**src/rtl/vga_timing_gen_if.sv**
```systemverilog
// rtl/vga_timing_gen_if.sv - fetch-coordinate and VGA DAC signal bundle for vga_timing_gen
interface vga_timing_gen_if #(
  parameter int COORD_W = 10
);
  logic [23:0]        color_in;
  logic               fetch_valid;
  logic [COORD_W-1:0] next_x;
  logic [COORD_W-1:0] next_y;
  logic               line_start;
  logic               frame_start;
  logic               hsync;
  logic               vsync;
  logic               blank_n;
  logic               sync_n;
  logic               vga_clk;
  logic [7:0]         red;
  logic [7:0]         green;
  logic [7:0]         blue;

  modport master (
    input  color_in,
    output fetch_valid, next_x, next_y, line_start, frame_start,
    output hsync, vsync, blank_n, sync_n, vga_clk, red, green, blue
  );

  modport slave (
    output color_in,
    input  fetch_valid, next_x, next_y, line_start, frame_start,
    input  hsync, vsync, blank_n, sync_n, vga_clk, red, green, blue
  );
endinterface

```
**src/rtl/vga_timing_gen.sv**
```systemverilog
// rtl/vga_timing_gen.sv - programmable VGA timing with early pixel fetch; VGA_TIMING_TESTPAT_EN selects internal colour bars
module vga_timing_gen #(
  parameter int H_ACTIVE  = 640,
  parameter int H_FRONT   = 16,
  parameter int H_PULSE   = 96,
  parameter int H_BACK    = 48,
  parameter int V_ACTIVE  = 480,
  parameter int V_FRONT   = 10,
  parameter int V_PULSE   = 2,
  parameter int V_BACK    = 33,
  parameter int H_POL     = 0,
  parameter int V_POL     = 0,
  parameter int LATENCY   = 2,
  parameter int GRAY_MODE = 1,
  parameter int COORD_W   = 10
) (
  input  logic             clock,
  input  logic             reset,
  vga_timing_gen_if.master vif
);

  localparam int H_TOTAL  = H_ACTIVE + H_FRONT + H_PULSE + H_BACK;
  localparam int V_TOTAL  = V_ACTIVE + V_FRONT + V_PULSE + V_BACK;
  localparam int HS_START = H_ACTIVE + H_FRONT;
  localparam int HS_END   = HS_START + H_PULSE;
  localparam int VS_START = V_ACTIVE + V_FRONT;
  localparam int VS_END   = VS_START + V_PULSE;

  localparam logic [11:0] H_LAST = 12'(H_TOTAL - 1);
  localparam logic [11:0] V_LAST = 12'(V_TOTAL - 1);

`ifdef VGA_TIMING_TESTPAT_EN
  localparam int PW = 6;
`else
  localparam int PW = 3;
`endif

  logic [11:0]   h_cnt;
  logic [11:0]   v_cnt;
  logic          fv;
  logic          hs_raw;
  logic          vs_raw;
  logic [PW-1:0] stage_in;
  logic [PW-1:0] tap;
  logic [23:0]   colour;
  logic          unused_color;

  logic          hsync_q;
  logic          vsync_q;
  logic          blank_q;
  logic [7:0]    red_q;
  logic [7:0]    green_q;
  logic [7:0]    blue_q;

  // Raster position: h wraps every line, v advances on the last pixel of a line
  always_ff @(posedge clock or negedge reset) begin
    if (!reset) begin
      h_cnt <= '0;
      v_cnt <= '0;
    end else if (h_cnt == H_LAST) begin
      h_cnt <= '0;
      v_cnt <= (v_cnt == V_LAST) ? 12'd0 : v_cnt + 12'd1;
    end else begin
      h_cnt <= h_cnt + 12'd1;
    end
  end

  // 13-bit compares so a 4096-wide total still compares correctly
  assign fv     = ({1'b0, h_cnt} < 13'(H_ACTIVE)) && ({1'b0, v_cnt} < 13'(V_ACTIVE));
  assign hs_raw = ({1'b0, h_cnt} >= 13'(HS_START)) && ({1'b0, h_cnt} < 13'(HS_END));
  assign vs_raw = ({1'b0, v_cnt} >= 13'(VS_START)) && ({1'b0, v_cnt} < 13'(VS_END));

  assign vif.fetch_valid = fv;
  assign vif.next_x      = fv ? COORD_W'(h_cnt) : '0;
  assign vif.next_y      = fv ? COORD_W'(v_cnt) : '0;
  assign vif.line_start  = (h_cnt == 12'd0);
  assign vif.frame_start = (h_cnt == 12'd0) && (v_cnt == 12'd0);

`ifdef VGA_TIMING_TESTPAT_EN
  assign stage_in = {vif.next_x[COORD_W-1 -: 3], fv, hs_raw, vs_raw};
`else
  assign stage_in = {fv, hs_raw, vs_raw};
`endif

  generate
    if (LATENCY > 0) begin : g_dly
      logic [PW-1:0] sr [LATENCY];

      // Delay line matching the frame-buffer read latency; cleared so reset leaks no stale pixels
      always_ff @(posedge clock or negedge reset) begin
        if (!reset) begin
          for (int i = 0; i < LATENCY; i++) sr[i] <= '0;
        end else begin
          sr[0] <= stage_in;
          for (int i = 1; i < LATENCY; i++) sr[i] <= sr[i-1];
        end
      end

      assign tap = sr[LATENCY-1];
    end else begin : g_nodly
      assign tap = stage_in;
    end
  endgenerate

`ifdef VGA_TIMING_TESTPAT_EN
  // Eight vertical bars chosen by the top three column bits
  always_comb begin
    colour = 24'h000000;
    case (tap[5:3])
      3'd0:    colour = 24'hFFFFFF;
      3'd1:    colour = 24'hFFFF00;
      3'd2:    colour = 24'h00FFFF;
      3'd3:    colour = 24'h00FF00;
      3'd4:    colour = 24'hFF00FF;
      3'd5:    colour = 24'hFF0000;
      3'd6:    colour = 24'h0000FF;
      default: colour = 24'h000000;
    endcase
  end
`else
  assign colour = (GRAY_MODE != 0) ? {3{vif.color_in[7:0]}} : vif.color_in;
`endif

  assign unused_color = ^vif.color_in;

  // DAC output register: sync polarity applied here, colour forced to zero outside the visible area
  always_ff @(posedge clock or negedge reset) begin
    if (!reset) begin
      hsync_q <= (H_POL != 0) ? 1'b0 : 1'b1;
      vsync_q <= (V_POL != 0) ? 1'b0 : 1'b1;
      blank_q <= 1'b0;
      red_q   <= '0;
      green_q <= '0;
      blue_q  <= '0;
    end else begin
      hsync_q <= (H_POL != 0) ? tap[1] : ~tap[1];
      vsync_q <= (V_POL != 0) ? tap[0] : ~tap[0];
      blank_q <= tap[2];
      red_q   <= tap[2] ? colour[23:16] : 8'h00;
      green_q <= tap[2] ? colour[15:8]  : 8'h00;
      blue_q  <= tap[2] ? colour[7:0]   : 8'h00;
    end
  end

  assign vif.hsync   = hsync_q;
  assign vif.vsync   = vsync_q;
  assign vif.blank_n = blank_q;
  assign vif.sync_n  = 1'b0;
  assign vif.vga_clk = clock;
  assign vif.red     = red_q;
  assign vif.green   = green_q;
  assign vif.blue    = blue_q;

endmodule

```
**src/flat_wrapper.sv**
```systemverilog
// flat-port wrapper written by rule: the top's interface ports become plain ports
module vga_timing_gen_flat 
#(
  parameter int H_ACTIVE  = 640,
  parameter int H_FRONT   = 16,
  parameter int H_PULSE   = 96,
  parameter int H_BACK    = 48,
  parameter int V_ACTIVE  = 480,
  parameter int V_FRONT   = 10,
  parameter int V_PULSE   = 2,
  parameter int V_BACK    = 33,
  parameter int H_POL     = 0,
  parameter int V_POL     = 0,
  parameter int LATENCY   = 2,
  parameter int GRAY_MODE = 1,
  parameter int COORD_W   = 10
)
  (clock, reset, vif_color_in, vif_fetch_valid, vif_next_x, vif_next_y, vif_line_start, vif_frame_start, vif_hsync, vif_vsync, vif_blank_n, vif_sync_n, vif_vga_clk, vif_red, vif_green, vif_blue);
  vga_timing_gen_if #(.COORD_W(COORD_W)) vif_i ();
  input  logic clock;
  input  logic reset;
  input wire logic [$bits(vif_i.color_in)-1:0] vif_color_in;
  output wire logic [$bits(vif_i.fetch_valid)-1:0] vif_fetch_valid;
  output wire logic [$bits(vif_i.next_x)-1:0] vif_next_x;
  output wire logic [$bits(vif_i.next_y)-1:0] vif_next_y;
  output wire logic [$bits(vif_i.line_start)-1:0] vif_line_start;
  output wire logic [$bits(vif_i.frame_start)-1:0] vif_frame_start;
  output wire logic [$bits(vif_i.hsync)-1:0] vif_hsync;
  output wire logic [$bits(vif_i.vsync)-1:0] vif_vsync;
  output wire logic [$bits(vif_i.blank_n)-1:0] vif_blank_n;
  output wire logic [$bits(vif_i.sync_n)-1:0] vif_sync_n;
  output wire logic [$bits(vif_i.vga_clk)-1:0] vif_vga_clk;
  output wire logic [$bits(vif_i.red)-1:0] vif_red;
  output wire logic [$bits(vif_i.green)-1:0] vif_green;
  output wire logic [$bits(vif_i.blue)-1:0] vif_blue;
  assign vif_i.color_in = vif_color_in;
  assign vif_fetch_valid = vif_i.fetch_valid;
  assign vif_next_x = vif_i.next_x;
  assign vif_next_y = vif_i.next_y;
  assign vif_line_start = vif_i.line_start;
  assign vif_frame_start = vif_i.frame_start;
  assign vif_hsync = vif_i.hsync;
  assign vif_vsync = vif_i.vsync;
  assign vif_blank_n = vif_i.blank_n;
  assign vif_sync_n = vif_i.sync_n;
  assign vif_vga_clk = vif_i.vga_clk;
  assign vif_red = vif_i.red;
  assign vif_green = vif_i.green;
  assign vif_blue = vif_i.blue;
  vga_timing_gen #(.H_ACTIVE(H_ACTIVE), .H_FRONT(H_FRONT), .H_PULSE(H_PULSE), .H_BACK(H_BACK), .V_ACTIVE(V_ACTIVE), .V_FRONT(V_FRONT), .V_PULSE(V_PULSE), .V_BACK(V_BACK), .H_POL(H_POL), .V_POL(V_POL), .LATENCY(LATENCY), .GRAY_MODE(GRAY_MODE), .COORD_W(COORD_W)) u_core (.clock(clock), .reset(reset), .vif(vif_i));
endmodule
```
**config.mk**
```make
export PLATFORM = sky130hd
export DESIGN_NAME = vga_timing_gen_flat
export DESIGN_NICKNAME = d
export VERILOG_FILES = /design/src/rtl/vga_timing_gen_if.sv /design/src/rtl/vga_timing_gen.sv /design/src/flat_wrapper.sv
export SDC_FILE = /design/constraint.sdc
export NUM_CORES = 1
export LEC_CHECK = 0
export ABC_AREA = 1
export ABC_CLOCK_PERIOD_IN_PS = 1800
export BUFFER_PORTS_ARGS = -buffer_cell sky130_fd_sc_hd__buf_2
export CORE_MARGIN = 4
export CORE_UTILIZATION = 50
export CTS_CLUSTER_SIZE = 14
export DETAILED_ROUTE_END_ITERATION = 10
export PLACE_DENSITY_LB_ADDON = 0.25
export SETUP_SLACK_MARGIN = 0.1
export SLEW_MARGIN = 20
export SYNTH_ARGS = -nofsm -noshare
export SYNTH_HDL_FRONTEND = slang
export SYNTH_SLANG_ARGS = --single-unit
export TNS_END_PERCENT = 100
```
**constraint.sdc**
```tcl
create_clock -name clock -period 1.8 [get_ports clock]
set_clock_uncertainty 0.1 [all_clocks]
set_input_delay 0.09 -clock clock [delete_from_list [all_inputs] [get_ports clock]]
set_output_delay 0.09 -clock clock [all_outputs]
set_load 0.02 [all_outputs]
```
# Yosys cells after proc, flatten, opt, wreduce, memory -nomap -nowiden
# Index checks and enable logic that the tools add are counted.
# word_totals
regBits,41
inputBits,26
output_inout_bits,52
word_cells,31
# classes
addsub,2
magnitude_cmp,6
n_eq_ne,2
muxes,5
n_bitwise,2
n_reduce_logical,6
# ops
cell,n
12-bit by 1-bit adder with 12-bit output (second input constant),2
12-bit by 10-bit == test with 1-bit output (second input constant),2
12-bit zero test,2
12-bit by 10-bit less-than comparator with 1-bit output (second input constant),2
12-bit by 9-bit less-than comparator with 1-bit output (second input constant),2
12-bit 2-to-1 mux,2
10-bit 2-to-1 mux,2
12-bit by 10-bit greater-or-equal comparator with 1-bit output (second input constant),1
12-bit by 9-bit greater-or-equal comparator with 1-bit output (second input constant),1
8-bit 2-to-1 mux,1
1-bit logical AND,4
1-bit inverter,2

# Depth between registers and ports, before layout
# depth
word_depth,3
mapped_depth,9

==> flow_summary.ini <==
[logic_synthesis]
yosysTopAreaCell = dfrtp_1
ys_warn_count = 0
synth_top_area_frac = 0.437
synth_area_sq_um = 2230
postSynthCellCount = 281
avgSynthCellArea_sq_um = 7.94
synth_ff_type = dfrtp_1
yosys-top-cells-count = nand2_1 (53), inv_1 (49), nor2_1 (40)
seq_area_frac_synth = 0.461
synth.area.top_cells = dfrtp_1 (44%), nand2_1 (8.9%), inv_1 (8.2%)
synth-async-reset-ratio = 1.00
ys_ff_latch = 41
ys_types = 28
synth.most_common_cell = nand2_1
synth_edf_count = 0

[clock_tree]
clk_pin_slew_ps = 90
cts_tree = yes
clk_latency_ps = 410

[floorplan]
die_h_um = 74.8
pin_count = 78
die_w_um = 74.8
die_area_sq_um = 5600
start_util = 0.516
core_area_sq_um = 4320
row_count = 24

[detailed_routing]
drtAntennaViolNets = 0
drc = 0
wl_per_cell_um = 15.1
totalWireLength_um = 6560
viasPerCell = 5.05
drtPass1Iterations = 4
drt_iter0_markers = 142
vias = 2191

[place]
gp_congestion = 0.979
dp_hpwl_um = 3470
dp_cells = 378
io_buffers = 59

[power_and_ir_drop]
power_switching_uw = 514
total_power_mw = 2.06
combinationalPowerShare = 0.059
pwr-share-clk = 0.488
power_density_nw_per_um2 = 609
max-vdd-ir-drop_uv = 498
switching_share = 0.250
pwr-share-seq = 0.454
intPower_mw = 1.55
p_leak_nw = 1.75

[sta]
finalSetupViolCount = 23
rsz0062_at_grt = true
max_freq_ghz = 0.482
layout_min_cycle_time_ps = 2080
setup_slack_ps = -276
hold_viol = 0
min_period_over_period = 1.15
slew_viol_final = 0

[grt]
antenna_found_initial = 0
grt_pass1_vias = 1949
grt_first_pass_wirelength_um = 8810
overflow = 0
grt_max_degree = 19
grt.total_usage = 0.216

[worst_setup_path]
crit_required_ps = 1610
reg2reg_depth = 12
timing.rr.end = u_core.g_dly.sr[4]$_DFF_PN0_
path_class = reg2out
worst_setup_path_start_kind = flop
rrSetupSlack_ps = -250
end_kind = output pin
crit_slowest_cell = dfrtp_1
cp_max_fo = 7
arrival_ps = 1890
cpPeakStageDelay_ps = 420
r2r_start = u_core.h_cnt[11]$_DFF_PN0_
crit_top_cell = nor2_2
cp_cell_sequence = nor2_2, inv_1, nor2_2, nand3_2, nand4_1, buf_4, clkbuf_16, nor2_2, buf_6

[finish]
diodes = 0
drive_gt1_frac = 0.461
instances_no_fill = 434
multiInputGateArea_sq_um = 1020
syn_to_final_growth_pct = 51.5
final-seq-area_sq_um = 1030
nNetsFinal = 411
fillCellCount = 275

[run_status]
failed_checks = negative setup slack
status = finished with violations

[run]
maxCapViolations = 0

[min_path]
hold_class = in2async
-- power groups by stage --
stage / combinational [mW] / sequential, mW / clock [mW]
3_3_place_gp: 0.106 / 0.952 / 0.0519
4_1_cts: 0.123 / 0.935 / 1.01
3_5_place_dp: 0.108 / 0.953 / 0.0519
2_1_floorplan: 0.0643 / 0.966 / 0.0649
5_1_grt: 0.133 / 0.936 / 1.05
6_report: 0.121 / 0.935 / 1.00
-- cell families (layout without fill, tap and decap cells) --
family | Yosys count | in the layout | synth area share
compound gates | 14 | 14 | 0.0376
xor+xnor | 11 | 11 | 0.0432
flops | 41 | 41 | 0.461
buf+inv | 74 | 174 | 0.164
simple gates | 136 | 136 | 0.270
other cells | 1 | 2 | 0.00168
fa+ha+maj | 4 | 4 | 0.0224
-- cells in the final DEF (no fill, tap or decap) --
master	count
buf_12	1
ha_1	2
nor3_1	5
dfstp_2	2
clkinvlp_4	1
inv_2	8
o21ai_2	5
conb_1	2
nand4_1	9
nand3_2	7
nand2_4	1
nand3b_1	2
xor2_1	11
inv_1	38
nor4_1	1
or2_4	1
clkbuf_8	8
o21ai_0	4
dlygate4sd3_1	9
bufinv_16	1
nand2_2	3
nand3_1	11
a21oi_1	2
buf_4	37
clkinv_4	1
buf_2	37
clkbuf_16	1
nor3_2	3
o21ai_1	2
a21boi_0	1
and2_1	1
dfrtp_1	39
nor2_1	17
buf_6	28
ha_4	2
nand2_1	50
nor2_4	8
nor2_2	17
inv_4	4
-- worst max path at each step --
stage | startpoint | to | slack [ps] | cells past startpoint
final | u_core.h_cnt[11]$_DFF_PN0_ | vif_next_x[3] | -280 | 9
after global routing | u_core.v_cnt[9]$_DFFE_PN0N_ | vif_next_x[8] | -370 | 8
after CTS | u_core.h_cnt[10]$_DFF_PN0_ | vif_next_y[2] | -150 | 9
after detailed placement | u_core.v_cnt[0]$_DFFE_PN0N_ | vif_frame_start | 180 | 6
after global placement | u_core.v_cnt[0]$_DFFE_PN0N_ | vif_frame_start | 160 | 6
after floorplan | u_core.v_cnt[0]$_DFFE_PN0N_ | vif_frame_start | 110 | 5
-- worst max-delay path: cells and delay by family, from the launching register on --
kind	cells	cell delay (ps)
simple gates	5	570
buf+inv	4	500
flops	1	420
-- final cells by class --
class / count / share of cell area
clock buffer: 9 / 0.0340
multi-input combinational: 167 / 0.302
inverter: 50 / 0.0585
timing repair buffer: 112 / 0.269
sequential: 41 / 0.304
tap: 52 / 0.0192
clock inverter: 3 / 0.0137
-- registers in the layout, summed over array words and instances (netlist names) --
signal              flops
u_core.h_cnt           12
u_core.vif.vsync        1
u_core.vif.red          8
u_core.g_dly.sr         3
u_core.tap              3
u_core.vif.hsync        1
u_core.vif.blank_n      1
u_core.v_cnt           12
-- per-layer routing --
layer,track usage,up-vias,part of all wire
met5,0,-,0
met4,0.128,0,0.025
met3,0.0734,16,0.078
met2,0.340,95,0.49
met1,0.256,1040,0.40
li1,-,1040,-
-- through the flow --
step | setup slack (ps) | hold WS (ps) | utilization | setup TNS (ps) | instance area [sq um]
4_1_cts | -152 | 38.1 | 0.718 | -2790 | 3100
5_1_grt | -374 | 61.1 | 0.782 | -7740 | 3380
2_1_floorplan | 108 | -306 | - | 0 | 2240
3_3_place_gp | 163 | -70.4 | 0.578 | 0 | 2500
6_report | -276 | 23.6 | 0.782 | -5750 | 3380
3_5_place_dp | 176 | -61.3 | 0.578 | 0 | 2500
-- repair_timing --
action	4_1_cts	5_1_grt
setup endpoints to repair	22	38
pin swaps	7	11
gates resized for setup	50	69
buffers inserted	25	12
hold endpoints to repair	48	0
gates cloned	1	1
hold buffers	9	0
Power figures use the tool's default switching activity.
